File: src/rtl/self_draw_pkg.sv
// self_draw shared package
// op codes, geometry, colours, fsm state type
package self_draw_pkg;

  localparam logic [1:0] OP_SHIP  = 2'b00;
  localparam logic [1:0] OP_ERASE = 2'b01;
  localparam logic [1:0] OP_FIRE  = 2'b10;
  localparam logic [1:0] OP_NOP   = 2'b11;

  localparam int SHIP_Y   = 112;
  localparam int SHIP_W   = 8;
  localparam int SHIP_H   = 4;
  localparam int FIRE_Y0  = 100;
  localparam int FIRE_LEN = 12;
  localparam int FIRE_COL = 3;
  localparam int X_MAX    = 159;

  localparam logic [2:0] WHITE = 3'b111;
  localparam logic [2:0] RED   = 3'b100;
  localparam logic [2:0] BLACK = 3'b000;

  typedef enum logic [1:0] {
    S_IDLE,
    S_SHIP,
    S_FIRE,
    S_FIN
  } state_t;

  // ship outline: nose is two pixels wide
  function automatic logic ship_cell(
    input logic [2:0] c,
    input logic [3:0] r
  );
    return (r != 4'd0) || (c == 3'd3) || (c == 3'd4);
  endfunction

endpackage

File: src/rtl/self_draw_sprite_scan.sv
// sprite_scan: loadable row-major cell counter
// shared by ship and bullet scans
module sprite_scan
  import self_draw_pkg::*;
(
  input  logic       clk,
  input  logic       reset_n,
  input  logic       load,
  input  logic       step,
  input  logic [2:0] ld_cmax,
  input  logic [3:0] ld_rmax,
  output logic [2:0] col,
  output logic [3:0] row,
  output logic [5:0] idx,
  output logic       last
);

  logic [2:0] c_q, c_d;
  logic [3:0] r_q, r_d;
  logic [5:0] idx_q, idx_d;
  logic [2:0] cmax_q, cmax_d;
  logic [3:0] rmax_q, rmax_d;

  // next cell: load restarts, step walks columns then rows
  always_comb begin
    c_d    = c_q;
    r_d    = r_q;
    idx_d  = idx_q;
    cmax_d = cmax_q;
    rmax_d = rmax_q;
    if (load) begin
      c_d    = 3'd0;
      r_d    = 4'd0;
      idx_d  = 6'd0;
      cmax_d = ld_cmax;
      rmax_d = ld_rmax;
    end else if (step) begin
      idx_d = idx_q + 6'd1;
      if (c_q == cmax_q) begin
        c_d = 3'd0;
        r_d = r_q + 4'd1;
      end else begin
        c_d = c_q + 3'd1;
      end
    end
  end

  // counter registers
  always_ff @(posedge clk) begin
    if (!reset_n) begin
      c_q    <= 3'd0;
      r_q    <= 4'd0;
      idx_q  <= 6'd0;
      cmax_q <= 3'd0;
      rmax_q <= 4'd0;
    end else begin
      c_q    <= c_d;
      r_q    <= r_d;
      idx_q  <= idx_d;
      cmax_q <= cmax_d;
      rmax_q <= rmax_d;
    end
  end

  assign col  = c_q;
  assign row  = r_q;
  assign idx  = idx_q;
  assign last = (c_q == cmax_q) && (r_q == rmax_q);

endmodule

File: src/rtl/self_draw.sv
// self_draw: player ship / bullet pixel painter
// one registered pixel per cycle to the vga adapter
module self_draw
  import self_draw_pkg::*;
(
  input  logic       clk,
  input  logic       reset_n,
  input  logic       self_enable,
  input  logic [1:0] op,
  input  logic [7:0] x,
  output logic [7:0] vga_x,
  output logic [6:0] vga_y,
  output logic [2:0] colour,
  output logic       plot,
  output logic       busy,
  output logic       done
);

  state_t     state_q, state_d;
  logic [1:0] op_q, op_d;
  logic [7:0] x_q, x_d;
  logic [7:0] vx_q, vx_d;
  logic [6:0] vy_q, vy_d;
  logic [2:0] col_q, col_d;
  logic       plot_q, plot_d;
  logic       busy_q, busy_d;
  logic       done_q, done_d;

  logic       sc_load;
  logic       sc_step;
  logic [2:0] sc_ld_cmax;
  logic [3:0] sc_ld_rmax;
  logic [2:0] sc_c;
  logic [3:0] sc_r;
  logic [5:0] sc_idx;
  logic       sc_last;

  logic [8:0] xs;
  logic       clip;

  sprite_scan u_scan (
    .clk     (clk),
    .reset_n (reset_n),
    .load    (sc_load),
    .step    (sc_step),
    .ld_cmax (sc_ld_cmax),
    .ld_rmax (sc_ld_rmax),
    .col     (sc_c),
    .row     (sc_r),
    .idx     (sc_idx),
    .last    (sc_last)
  );

  // column of the current cell, 9 bits so it cannot wrap
  always_comb begin
    xs = {1'b0, x_q} + {6'd0, sc_c};
    if (state_q == S_FIRE) begin
      xs = {1'b0, x_q} + 9'(FIRE_COL);
    end
    clip = (xs > 9'(X_MAX));
  end

  // fsm next state and next pixel
  always_comb begin
    state_d    = state_q;
    op_d       = op_q;
    x_d        = x_q;
    vx_d       = 8'd0;
    vy_d       = 7'd0;
    col_d      = BLACK;
    plot_d     = 1'b0;
    busy_d     = busy_q;
    done_d     = 1'b0;
    sc_load    = 1'b0;
    sc_step    = 1'b0;
    sc_ld_cmax = 3'd0;
    sc_ld_rmax = 4'd0;
    unique case (state_q)
      S_IDLE: begin
        if (self_enable && !done_q) begin
          op_d   = op;
          x_d    = x;
          busy_d = 1'b1;
          if (op == OP_NOP) begin
            state_d = S_FIN;
          end else begin
            state_d    = S_SHIP;
            sc_load    = 1'b1;
            sc_ld_cmax = 3'(SHIP_W - 1);
            sc_ld_rmax = 4'(SHIP_H - 1);
          end
        end
      end
      S_SHIP: begin
        sc_step = 1'b1;
        vx_d    = xs[7:0];
        vy_d    = 7'(SHIP_Y) + {3'd0, sc_r};
        if (op_q == OP_ERASE) begin
          col_d  = BLACK;
          plot_d = !clip;
        end else begin
          col_d  = WHITE;
          plot_d = ship_cell(sc_c, sc_r) && !clip;
        end
        if (sc_last) begin
          if (op_q == OP_SHIP) begin
            state_d = S_FIN;
          end else begin
            state_d    = S_FIRE;
            sc_load    = 1'b1;
            sc_ld_cmax = 3'd0;
            sc_ld_rmax = 4'(FIRE_LEN - 1);
          end
        end
      end
      S_FIRE: begin
        sc_step = 1'b1;
        vx_d    = xs[7:0];
        vy_d    = 7'(FIRE_Y0) + {1'b0, sc_idx};
        col_d   = (op_q == OP_FIRE) ? RED : BLACK;
        plot_d  = !clip;
        if (sc_last) begin
          state_d = S_FIN;
        end
      end
      S_FIN: begin
        done_d  = 1'b1;
        busy_d  = 1'b0;
        state_d = S_IDLE;
      end
      default: begin
        state_d = S_IDLE;
        busy_d  = 1'b0;
      end
    endcase
  end

  // state and output registers
  always_ff @(posedge clk) begin
    if (!reset_n) begin
      state_q <= S_IDLE;
      op_q    <= 2'b00;
      x_q     <= 8'd0;
      vx_q    <= 8'd0;
      vy_q    <= 7'd0;
      col_q   <= 3'd0;
      plot_q  <= 1'b0;
      busy_q  <= 1'b0;
      done_q  <= 1'b0;
    end else begin
      state_q <= state_d;
      op_q    <= op_d;
      x_q     <= x_d;
      vx_q    <= vx_d;
      vy_q    <= vy_d;
      col_q   <= col_d;
      plot_q  <= plot_d;
      busy_q  <= busy_d;
      done_q  <= done_d;
    end
  end

  assign vga_x  = vx_q;
  assign vga_y  = vy_q;
  assign colour = col_q;
  assign plot   = plot_q;
  assign busy   = busy_q;
  assign done   = done_q;

endmodule

File: config.mk
export PLATFORM = sky130hd
export DESIGN_NAME = self_draw
export DESIGN_NICKNAME = d
export VERILOG_FILES = /design/src/rtl/self_draw_pkg.sv /design/src/rtl/self_draw_sprite_scan.sv /design/src/rtl/self_draw.sv
export SDC_FILE = /design/constraint.sdc
export NUM_CORES = 1
export LEC_CHECK = 0
export ABC_AREA = 1
export CAP_MARGIN = 10
export CORE_MARGIN = 4
export CORE_UTILIZATION = 45
export DETAILED_ROUTE_END_ITERATION = 16
export DONT_BUFFER_PORTS = 1
export PLACE_DENSITY = 0.69
export SYNTH_ARGS = -nofsm -noshare
export SYNTH_HDL_FRONTEND = slang
export SYNTH_HIERARCHICAL = 1
export SYNTH_SLANG_ARGS = --single-unit
export TNS_END_PERCENT = 50
File: constraint.sdc
create_clock -name clk -period 4.7 [get_ports clk]
set_input_delay 0.94 -clock clk [delete_from_list [all_inputs] [get_ports clk]]
set_output_delay 0.94 -clock clk [all_outputs]
set_load 0.01 [all_outputs]
==> impl_results.html, run 1 <==
<table>
<tr><th>Metric</th><th>Value</th></tr>
<tr><th colspan="2">Outcome</th></tr>
<tr><td>Outcome</td><td>finished clean</td></tr>
<tr><th colspan="2">Global routing</th></tr>
<tr><td>First-pass GRT wire length</td><td>around 8300 µm</td></tr>
<tr><td>Via count of the first global-routing pass</td><td>1,884</td></tr>
<tr><td>Total overflow reported by the global router</td><td>0</td></tr>
<tr><td>Largest net degree at the start of global routing</td><td>23</td></tr>
<tr><td>Number of antenna violations at the first check in global routing</td><td>0</td></tr>
<tr><td>Combined global-route utilization of all metal layers</td><td>around 16%</td></tr>
<tr><th colspan="2">Setup path</th></tr>
<tr><td>Largest fanout on the critical path</td><td>22</td></tr>
<tr><td>Required time of the worst setup path</td><td>4.90 ns</td></tr>
<tr><td>Cells traversed along the worst timing path</td><td>inv_1, ha_1, nand3_1, nor2_1, or2_2, clkinv_1, o21ai_0, a21oi_1</td></tr>
<tr><td>Nature of the critical path endpoint</td><td>flip-flop</td></tr>
<tr><td>Cell class contributing the biggest share of worst-path delay</td><td>simple AND/OR/NAND/NOR gates</td></tr>
<tr><td>Start-to-end type of the worst setup path</td><td>reg2reg</td></tr>
<tr><td>Master of the slowest instance on the critical path</td><td>nand3_1</td></tr>
<tr><td>Buf+Inv Stages, Crit Path</td><td>2</td></tr>
<tr><td>Worst stage delay on the critical path</td><td>0.51 ns</td></tr>
<tr><td>Crit start category</td><td>flip-flop</td></tr>
<tr><td>Worst EP arrival</td><td>~2.7 ns</td></tr>
<tr><th colspan="2">Yosys</th></tr>
<tr><td>Synthesized-area fraction occupied by and/or/nand/nor cells</td><td>between 20% and 30%</td></tr>
<tr><td>Share of the yosys chip area belonging to registers</td><td>between 40% and 50%</td></tr>
<tr><td>Xor-xnor portion of the synthesized cell area</td><td>under 10%</td></tr>
<tr><td>Syn_nets</td><td>356</td></tr>
<tr><td>Syn Std Cell Area</td><td>around 0.0025 mm²</td></tr>
<tr><td>Number of cells produced by synthesis</td><td>around 330</td></tr>
<tr><td>Complex-gate fraction of the synthesized area</td><td>between 10% and 20%</td></tr>
<tr><td>Main flop type after synthesis</td><td>dfxtp_1</td></tr>
<tr><td>Avg Cell Area, Syn</td><td>around 7.5 µm²</td></tr>
<tr><td>Unique cell type count in the Yosys netlist</td><td>39</td></tr>
<tr><td>Post-synth EDFFs</td><td>0</td></tr>
<tr><td>Mux contribution to synthesized area</td><td>0%</td></tr>
<tr><td>Share of async-settable or async-resettable flops after synthesis</td><td>0%</td></tr>
<tr><td>Number of synthesized register bits</td><td>52</td></tr>
<tr><td>Yosys Warn Count</td><td>6</td></tr>
<tr><td>Largest family of logic cells by synthesized area</td><td>simple AND/OR/NAND/NOR gates</td></tr>
<tr><td>Adder-cell share of the synthesized area</td><td>between 6 and 7%</td></tr>
<tr><th colspan="2">Placed design</th></tr>
<tr><td>DP HPWL</td><td>roughly 3600 µm</td></tr>
<tr><td>Number of I/O port buffers</td><td>0</td></tr>
<tr><td>Final GP Congestion</td><td>about 0.8</td></tr>
<tr><td>Worst slack, placed</td><td>just over 2 ns</td></tr>
<tr><th colspan="2">Min path</th></tr>
<tr><td>Type of the worst min-delay path</td><td>reg2reg</td></tr>
<tr><th colspan="2">Floorplan</th></tr>
<tr><td>I/O pins</td><td>34</td></tr>
<tr><td>Chip Width</td><td>around 82 µm</td></tr>
<tr><td>Die Span Y</td><td>82.4 µm</td></tr>
<tr><td>Die Outline Area</td><td>0.00679 mm²</td></tr>
<tr><td>Row count</td><td>26</td></tr>
<tr><td>Floorplan core area</td><td>~0.0052 mm²</td></tr>
<tr><td>Initial Utilization</td><td>between 40 and 50%</td></tr>
<tr><th colspan="2">Job</th></tr>
<tr><td>Total of max-cap violations</td><td>0</td></tr>
<tr><th colspan="2">Detailed routing</th></tr>
<tr><td>Antenna-violating nets left</td><td>0</td></tr>
<tr><td>Routed len/inst</td><td>roughly 12 µm</td></tr>
<tr><td>Via-to-Cell Ratio</td><td>about 5</td></tr>
<tr><td>Number of iterations in the first detailed-routing pass</td><td>4</td></tr>
<tr><td>Number of DRC markers after the initial detailed-route iteration</td><td>between 100 and 150</td></tr>
<tr><td>Final wirelength</td><td>4900 µm</td></tr>
<tr><td>Count of vias placed by the detailed router</td><td>2,014</td></tr>
<tr><td>DRC Markers</td><td>0</td></tr>
<tr><th colspan="2">Timing</th></tr>
<tr><td>Max transition margin</td><td>between 50% and 60%</td></tr>
<tr><td>Worst-case setup margin in the final layout</td><td>roughly 2.2 ns</td></tr>
<tr><td>Maximum frequency from static timing analysis</td><td>403 MHz</td></tr>
<tr><td>Clk_skew</td><td>0.00615 ns</td></tr>
<tr><td>Final total negative setup slack</td><td>0 ns</td></tr>
<tr><td>Setup repair after global routing missed its margin</td><td>false</td></tr>
<tr><td>Worst Hold Slack</td><td>approximately 0.47 ns</td></tr>
<tr><td>Share of the cycle needed by the critical path after routing</td><td>~53%</td></tr>
<tr><td>Final count of pins violating max slew</td><td>0</td></tr>
<tr><td>Endpoints failing setup</td><td>0</td></tr>
<tr><td>Total count of hold-check failures in the final report</td><td>0</td></tr>
<tr><td>Shortest clock period the worst path allows after layout</td><td>2.48 ns</td></tr>
<tr><td>Actual slew at the worst max-slew pin</td><td>slightly below 0.7 ns</td></tr>
<tr><th colspan="2">Layout</th></tr>
<tr><td>Synth-to-Final Area Change</td><td>8.84%</td></tr>
<tr><td>Most common library cell in the layout ignoring fill and taps</td><td>nand2_1</td></tr>
<tr><td>Highest-count cells in the layout ignoring fill and taps</td><td>nand2_1, dfxtp_1, inv_1</td></tr>
<tr><td>Number of antenna cells inserted</td><td>0</td></tr>
<tr><td>Nets</td><td>358</td></tr>
<tr><td>Fraction of layout instances using a drive strength above 1</td><td>~8.1%</td></tr>
<tr><th colspan="2">Clock tree</th></tr>
<tr><td>Latest clock arrival within the worst-skew pair</td><td>around 0.31 ns</td></tr>
<tr><td>Clock Sink Count</td><td>52</td></tr>
<tr><td>Post-cts sizing count</td><td>0</td></tr>
<tr><td>Post-CTS clock slew at the launch and capture registers of the worst setup and hold paths</td><td>about 0.090 ns</td></tr>
<tr><td>TritonCTS Buffers</td><td>5</td></tr>
<tr><td>Clock Tree Buf Depth</td><td>2</td></tr>
<tr><td>Hold buffer count at cts</td><td>0</td></tr>
<tr><td>Max H-tree Level</td><td>2</td></tr>
<tr><td>Setup repair bufs after CTS</td><td>0</td></tr>
<tr><td>Clock Root Buffer</td><td>clkbuf_8</td></tr>
<tr><td>TritonCTS clock tree</td><td>done</td></tr>
<tr><th colspan="2">Power and ir drop</th></tr>
<tr><td>Power Density</td><td>~620 mW/mm²</td></tr>
<tr><td>Static leakage power</td><td>1.19 nW</td></tr>
<tr><td>Max VDD drop</td><td>~350 µV</td></tr>
</table>
-- synthesized netlist by cell type, drive strengths merged, types with 2 or more instances --
cell    instances  share of area, %
o21bai          2              0.60
nand4           9               2.5
nor2           39               6.5
ha             11               5.5
a21oi          25               5.8
o21ai          33               6.8
dfxtp          52                42
nand3          15               3.2
inv            52               7.8
nand2          68                11
buf             5               1.1
xnor2           5               2.1
xor2            2              0.70
nor3            3               1.3
-- stage by stage --
step                instances  instance area [µm²]  util (%)  total power [mW]
global route              404                 2710      51.8              1.84
floorplan                 331                 2490         -              1.15
finish                    404                 2710      51.8              1.69
global placement          396                 2550      48.8              1.27
CTS                       404                 2710      51.8              1.70
detailed placement        396                 2550      48.8              1.28
-- layout make-up --
type / instances / area [µm²]
tap: 70 / 87.6
clock inverter: 3 / 90.1
clock buffer: 5 / 68.8
fill: 525 / 2520
inverter: 53 / 199
multi-input combinational: 221 / 1230
sequential: 52 / 1040
-- kinds of logic (layout without fill, tap and decap cells) --
family / after synthesis / in the layout
compound gates: 64 / 64
xor+xnor: 7 / 7
fa+ha+maj: 12 / 12
buf+inv: 58 / 61
flops: 52 / 52
other cells: 1 / 1
simple gates: 137 / 137
-- sequential cells by signal, indices dropped and copies added, names as in the netlist, 2 cells and up --
signal	cells
colour	2
op_q	2
state_q	2
u_scan/cmax_q	3
u_scan/col	3
u_scan/idx	6
u_scan/rmax_q	4
u_scan/row	4
vga_x	8
vga_y	7
x_q	8
-- per-layer routing --
metal | part of all wire (%) | GRT usage (%) | wire, µm
met5 | 0 | 0 | 0
met4 | 1.8 | 6.15 | 90
met3 | 5.8 | 4.12 | 283
met2 | 43 | 24.4 | 2130
met1 | 49 | 21.0 | 2400
-- worst register-to-register path, stage by stage (launching register included) --
cell and delay, ns:
dfxtp_1 0.34, inv_1 0.12, ha_1 0.25, nand3_1 0.52, nor2_1 0.37, or2_2 0.28, clkinv_1 0.24, o21ai_0 0.21
a21oi_1 0.06
-- path summary, 6_finish.rpt --
| path | startpoint | endpoint | slack [ns] | cells after the start |
|---|---|---|---|---|
| setup reg to reg | state_q[1]$_SDFFE_PN0P_ | u_scan/cmax_q[1]$_SDFFE_PN0P_ | 2.22 | 8 |
| setup / recovery | state_q[1]$_SDFFE_PN0P_ | u_scan/cmax_q[1]$_SDFFE_PN0P_ | 2.22 | 8 |
| hold / removal | x_q[2]$_SDFFE_PN0P_ | x_q[2]$_SDFFE_PN0P_ | 0.47 | 2 |
| hold reg to reg | x_q[2]$_SDFFE_PN0P_ | x_q[2]$_SDFFE_PN0P_ | 0.47 | 2 |
-- report_power, final --
group	switching [mW]	internal (mW)	leakage [nW]
clock network	0.151	0.266	0.0784
logic	0.428	0.216	0.691
registers	0.0956	0.539	0.424
No activity file was read; power rests on OpenSTA's default activity.
==> inputs of run 2 (changes only) <==
- clock period: 4.7 -> 2.35 ns (I/O delays scaled with it)
==> impl_results.html, run 2 (synthesized netlist as in run 1, its figures left out) <==
<table>
<tr><th>Metric</th><th>Value</th></tr>
<tr><th colspan="2">Timing</th></tr>
<tr><td>Endpoints failing setup</td><td>0 (unchanged)</td></tr>
<tr><td>Maximum frequency from static timing analysis</td><td>477 MHz (was 403 MHz)</td></tr>
<tr><td>Shortest clock period the worst path allows after layout</td><td>2.10 ns (was 2.48 ns)</td></tr>
<tr><td>Final count of pins violating max slew</td><td>0 (unchanged)</td></tr>
<tr><td>Total count of hold-check failures in the final report</td><td>0 (unchanged)</td></tr>
<tr><td>Worst-case setup margin in the final layout</td><td>0.253 ns (was 2.22 ns)</td></tr>
<tr><td>Final total negative setup slack</td><td>0 ns (unchanged)</td></tr>
<tr><td>Setup repair after global routing missed its margin</td><td>false (unchanged)</td></tr>
<tr><td>Clk_skew</td><td>0.00859 ns (was 0.00615 ns)</td></tr>
<tr><td>Share of the cycle needed by the critical path after routing</td><td>89.2% (was 52.8%)</td></tr>
<tr><th colspan="2">Detailed routing</th></tr>
<tr><td>Number of iterations in the first detailed-routing pass</td><td>4 (unchanged)</td></tr>
<tr><td>Antenna-violating nets left</td><td>0 (unchanged)</td></tr>
<tr><td>Routed len/inst</td><td>12.1 µm (about the same)</td></tr>
<tr><td>Topmost layer with routed signal wires</td><td>met4 (unchanged)</td></tr>
<tr><td>Number of DRC markers after the initial detailed-route iteration</td><td>108 (was 105)</td></tr>
<tr><td>Metal3 WL</td><td>273 µm (was 283 µm)</td></tr>
<tr><td>Met2 Routed Length</td><td>2160 µm (was 2130 µm)</td></tr>
<tr><td>Via-to-Cell Ratio</td><td>5.04 (was 4.99)</td></tr>
<tr><td>Final wirelength</td><td>4940 µm (was 4900 µm)</td></tr>
<tr><td>Detailed-route wire length on metal 1</td><td>2430 µm (was 2400 µm)</td></tr>
<tr><td>DRC Markers</td><td>0 (unchanged)</td></tr>
<tr><td>Count of vias placed by the detailed router</td><td>2,067 (was 2,014)</td></tr>
<tr><th colspan="2">Setup path</th></tr>
<tr><td>Worst EP arrival</td><td>2.34 ns (was 2.68 ns)</td></tr>
<tr><td>Launch point of the worst reg-to-reg path</td><td>state_q[0]$_SDFFE_PN0P_ (was state_q[1]$_SDFFE_PN0P_)</td></tr>
<tr><td>Register-to-register setup slack</td><td>0.25 ns (was 2.22 ns)</td></tr>
<tr><td>Worst-case reg-to-reg path depth</td><td>13 (was 8)</td></tr>
<tr><td>Largest fanout on the critical path</td><td>5 (was 22)</td></tr>
<tr><td>Reg2Reg Capture Point</td><td>plot$_SDFF_PN0_ (was u_scan/cmax_q[1]$_SDFFE_PN0P_)</td></tr>
<tr><td>Required time of the worst setup path</td><td>2.60 ns (was 4.90 ns)</td></tr>
<tr><td>Crit start category</td><td>flip-flop (unchanged)</td></tr>
<tr><td>Nature of the critical path endpoint</td><td>flip-flop (unchanged)</td></tr>
<tr><td>Start-to-end type of the worst setup path</td><td>reg2reg (unchanged)</td></tr>
<tr><th colspan="2">Clock tree</th></tr>
<tr><td>Max H-tree Level</td><td>2 (unchanged)</td></tr>
<tr><td>Clock Root Buffer</td><td>clkbuf_8 (unchanged)</td></tr>
<tr><td>TritonCTS clock tree</td><td>done (unchanged)</td></tr>
<tr><td>Latest clock arrival within the worst-skew pair</td><td>0.31 ns (about the same)</td></tr>
<tr><td>Post-CTS clock slew at the launch and capture registers of the worst setup and hold paths</td><td>0.09 ns (about the same)</td></tr>
<tr><td>Clock Sink Count</td><td>52 (unchanged)</td></tr>
<tr><td>TritonCTS Buffers</td><td>5 (unchanged)</td></tr>
<tr><td>Clock Tree Buf Depth</td><td>2 (unchanged)</td></tr>
<tr><td>Post-cts sizing count</td><td>0 (unchanged)</td></tr>
<tr><td>Hold buffer count at cts</td><td>0 (unchanged)</td></tr>
<tr><td>Setup repair bufs after CTS</td><td>0 (unchanged)</td></tr>
<tr><th colspan="2">Floorplan</th></tr>
<tr><td>Chip Width</td><td>82.4 µm (unchanged)</td></tr>
<tr><td>Die Span Y</td><td>82.4 µm (unchanged)</td></tr>
<tr><td>Floorplan core area</td><td>0.00524 mm² (unchanged)</td></tr>
<tr><td>I/O pins</td><td>34 (unchanged)</td></tr>
<tr><td>Row count</td><td>26 (unchanged)</td></tr>
<tr><td>Initial Utilization</td><td>47.6% (unchanged)</td></tr>
<tr><td>Die Outline Area</td><td>0.00679 mm² (unchanged)</td></tr>
<tr><th colspan="2">Placed design</th></tr>
<tr><td>Number of I/O port buffers</td><td>0 (unchanged)</td></tr>
<tr><td>Instance count after placement with tap cells included</td><td>402 (was 396)</td></tr>
<tr><td>Final GP Congestion</td><td>0.911 (was 0.807)</td></tr>
<tr><td>Worst slack, placed</td><td>0.151 ns (was 2.04 ns)</td></tr>
<tr><td>DP HPWL</td><td>3770 µm (was 3620 µm)</td></tr>
<tr><th colspan="2">Power and ir drop</th></tr>
<tr><td>Post-route total power</td><td>3.18 mW (was 1.69 mW)</td></tr>
<tr><td>Max VDD drop</td><td>529 µV (was 353 µV)</td></tr>
<tr><td>Power Density</td><td>1180 mW/mm² (was 625 mW/mm²)</td></tr>
<tr><td>Static leakage power</td><td>1.19 nW (about the same)</td></tr>
<tr><th colspan="2">Min path</th></tr>
<tr><td>Worst-case hold path end point</td><td>done$_SDFF_PN0_ (was x_q[2]$_SDFFE_PN0P_)</td></tr>
<tr><td>Hold Crit Start</td><td>reset_n (was x_q[2]$_SDFFE_PN0P_)</td></tr>
<tr><td>Type of the worst min-delay path</td><td>in2reg (was reg2reg)</td></tr>
<tr><td>Cell count of the worst hold path</td><td>2 (unchanged)</td></tr>
<tr><th colspan="2">Layout</th></tr>
<tr><td>Highest-count cells in the layout ignoring fill and taps</td><td>nand2_1, dfxtp_1, inv_1 (unchanged)</td></tr>
<tr><td>Post-route insts no fill</td><td>410 (was 404)</td></tr>
<tr><td>Number of antenna cells inserted</td><td>0 (unchanged)</td></tr>
<tr><td>Nets</td><td>364 (was 358)</td></tr>
<tr><td>Fraction of layout instances using a drive strength above 1</td><td>10.0% (was 8.08%)</td></tr>
<tr><td>Final Core Density</td><td>51.5% (was 51.8%)</td></tr>
<tr><td>Synth-to-Final Area Change</td><td>8.18% (was 8.84%)</td></tr>
<tr><td>Number of fillers in the final layout</td><td>527 (was 525)</td></tr>
<tr><td>Most common library cell in the layout ignoring fill and taps</td><td>nand2_1 (unchanged)</td></tr>
<tr><th colspan="2">Global routing</th></tr>
<tr><td>First-pass GRT wire length</td><td>8540 µm (was 8330 µm)</td></tr>
<tr><td>Via count of the first global-routing pass</td><td>1,909 (was 1,884)</td></tr>
<tr><td>Largest net degree at the start of global routing</td><td>23 (unchanged)</td></tr>
<tr><td>Total overflow reported by the global router</td><td>0 (unchanged)</td></tr>
<tr><td>Number of antenna violations at the first check in global routing</td><td>0 (unchanged)</td></tr>
<tr><td>Combined global-route utilization of all metal layers</td><td>16.3% (was 15.8%)</td></tr>
<tr><th colspan="2">Job</th></tr>
<tr><td>Total of max-cap violations</td><td>0 (unchanged)</td></tr>
<tr><th colspan="2">Outcome</th></tr>
<tr><td>Outcome</td><td>finished clean (unchanged)</td></tr>
</table>
run 2: worst max-delay path: stages (launching register included):
cell	delay, ns
dfxtp_2	0.37
inv_1	0.07
ha_1	0.24
inv_1	0.13
nand2_1	0.07
ha_1	0.22
fa_2	0.37
nand2_2	0.11
nand2_1	0.08
nand3_1	0.08
nand2_1	0.05
nand2_1	0.08
nand2_1	0.07
a21oi_2	0.10
run 2: layout make-up:
cell class / count / area (µm²) / area share (%)
tap: 70 / 87.6 / 3.25
timing repair buffer: 6 / 45.0 / 1.67
multi-input combinational: 221 / 1230 / 45.6
sequential: 52 / 1040 / 38.7
clock inverter: 1 / 7.51 / 0.278
clock buffer: 7 / 86.3 / 3.20
inverter: 53 / 199 / 7.38
run 2: how the worst max path moves through the flow:
stage,start,end,slack (ns)
floorplan,state_q[0]$_SDFFE_PN0P_,plot$_SDFF_PN0_,0.33
global placement,state_q[0]$_SDFFE_PN0P_,plot$_SDFF_PN0_,0.25
detailed placement,state_q[0]$_SDFFE_PN0P_,plot$_SDFF_PN0_,0.15
CTS,state_q[0]$_SDFFE_PN0P_,plot$_SDFF_PN0_,0.14
global route,state_q[0]$_SDFFE_PN0P_,plot$_SDFF_PN0_,0.07
finish,state_q[0]$_SDFFE_PN0P_,plot$_SDFF_PN0_,0.25
run 2: layer usage:
metal | vias up | global-route usage, %
li1 | 1079 | -
met1 | 939 | 21.7
met2 | 41 | 25.2
met3 | 8 | 4.12
met4 | 0 | 6.15
met5 | - | 0
run 2: where the power goes:
part	leakage [nW]	total (mW)	internal, mW	switching, mW
Sequential	0.425	1.26	1.08	0.182
Combinational	0.718	1.39	0.507	0.883
Clock	0.0445	0.529	0.240	0.289
Total	1.19	3.18	1.83	1.35
run 2: per-stage QoR:
stage / area (µm²) / hold slack (ns)
2_1_floorplan: 2490 / 0.428
3_3_place_gp: 2600 / 0.464
3_5_place_dp: 2600 / 0.463
4_1_cts: 2690 / 0.267
5_1_grt: 2700 / 0.277
6_report: 2700 / 0.273
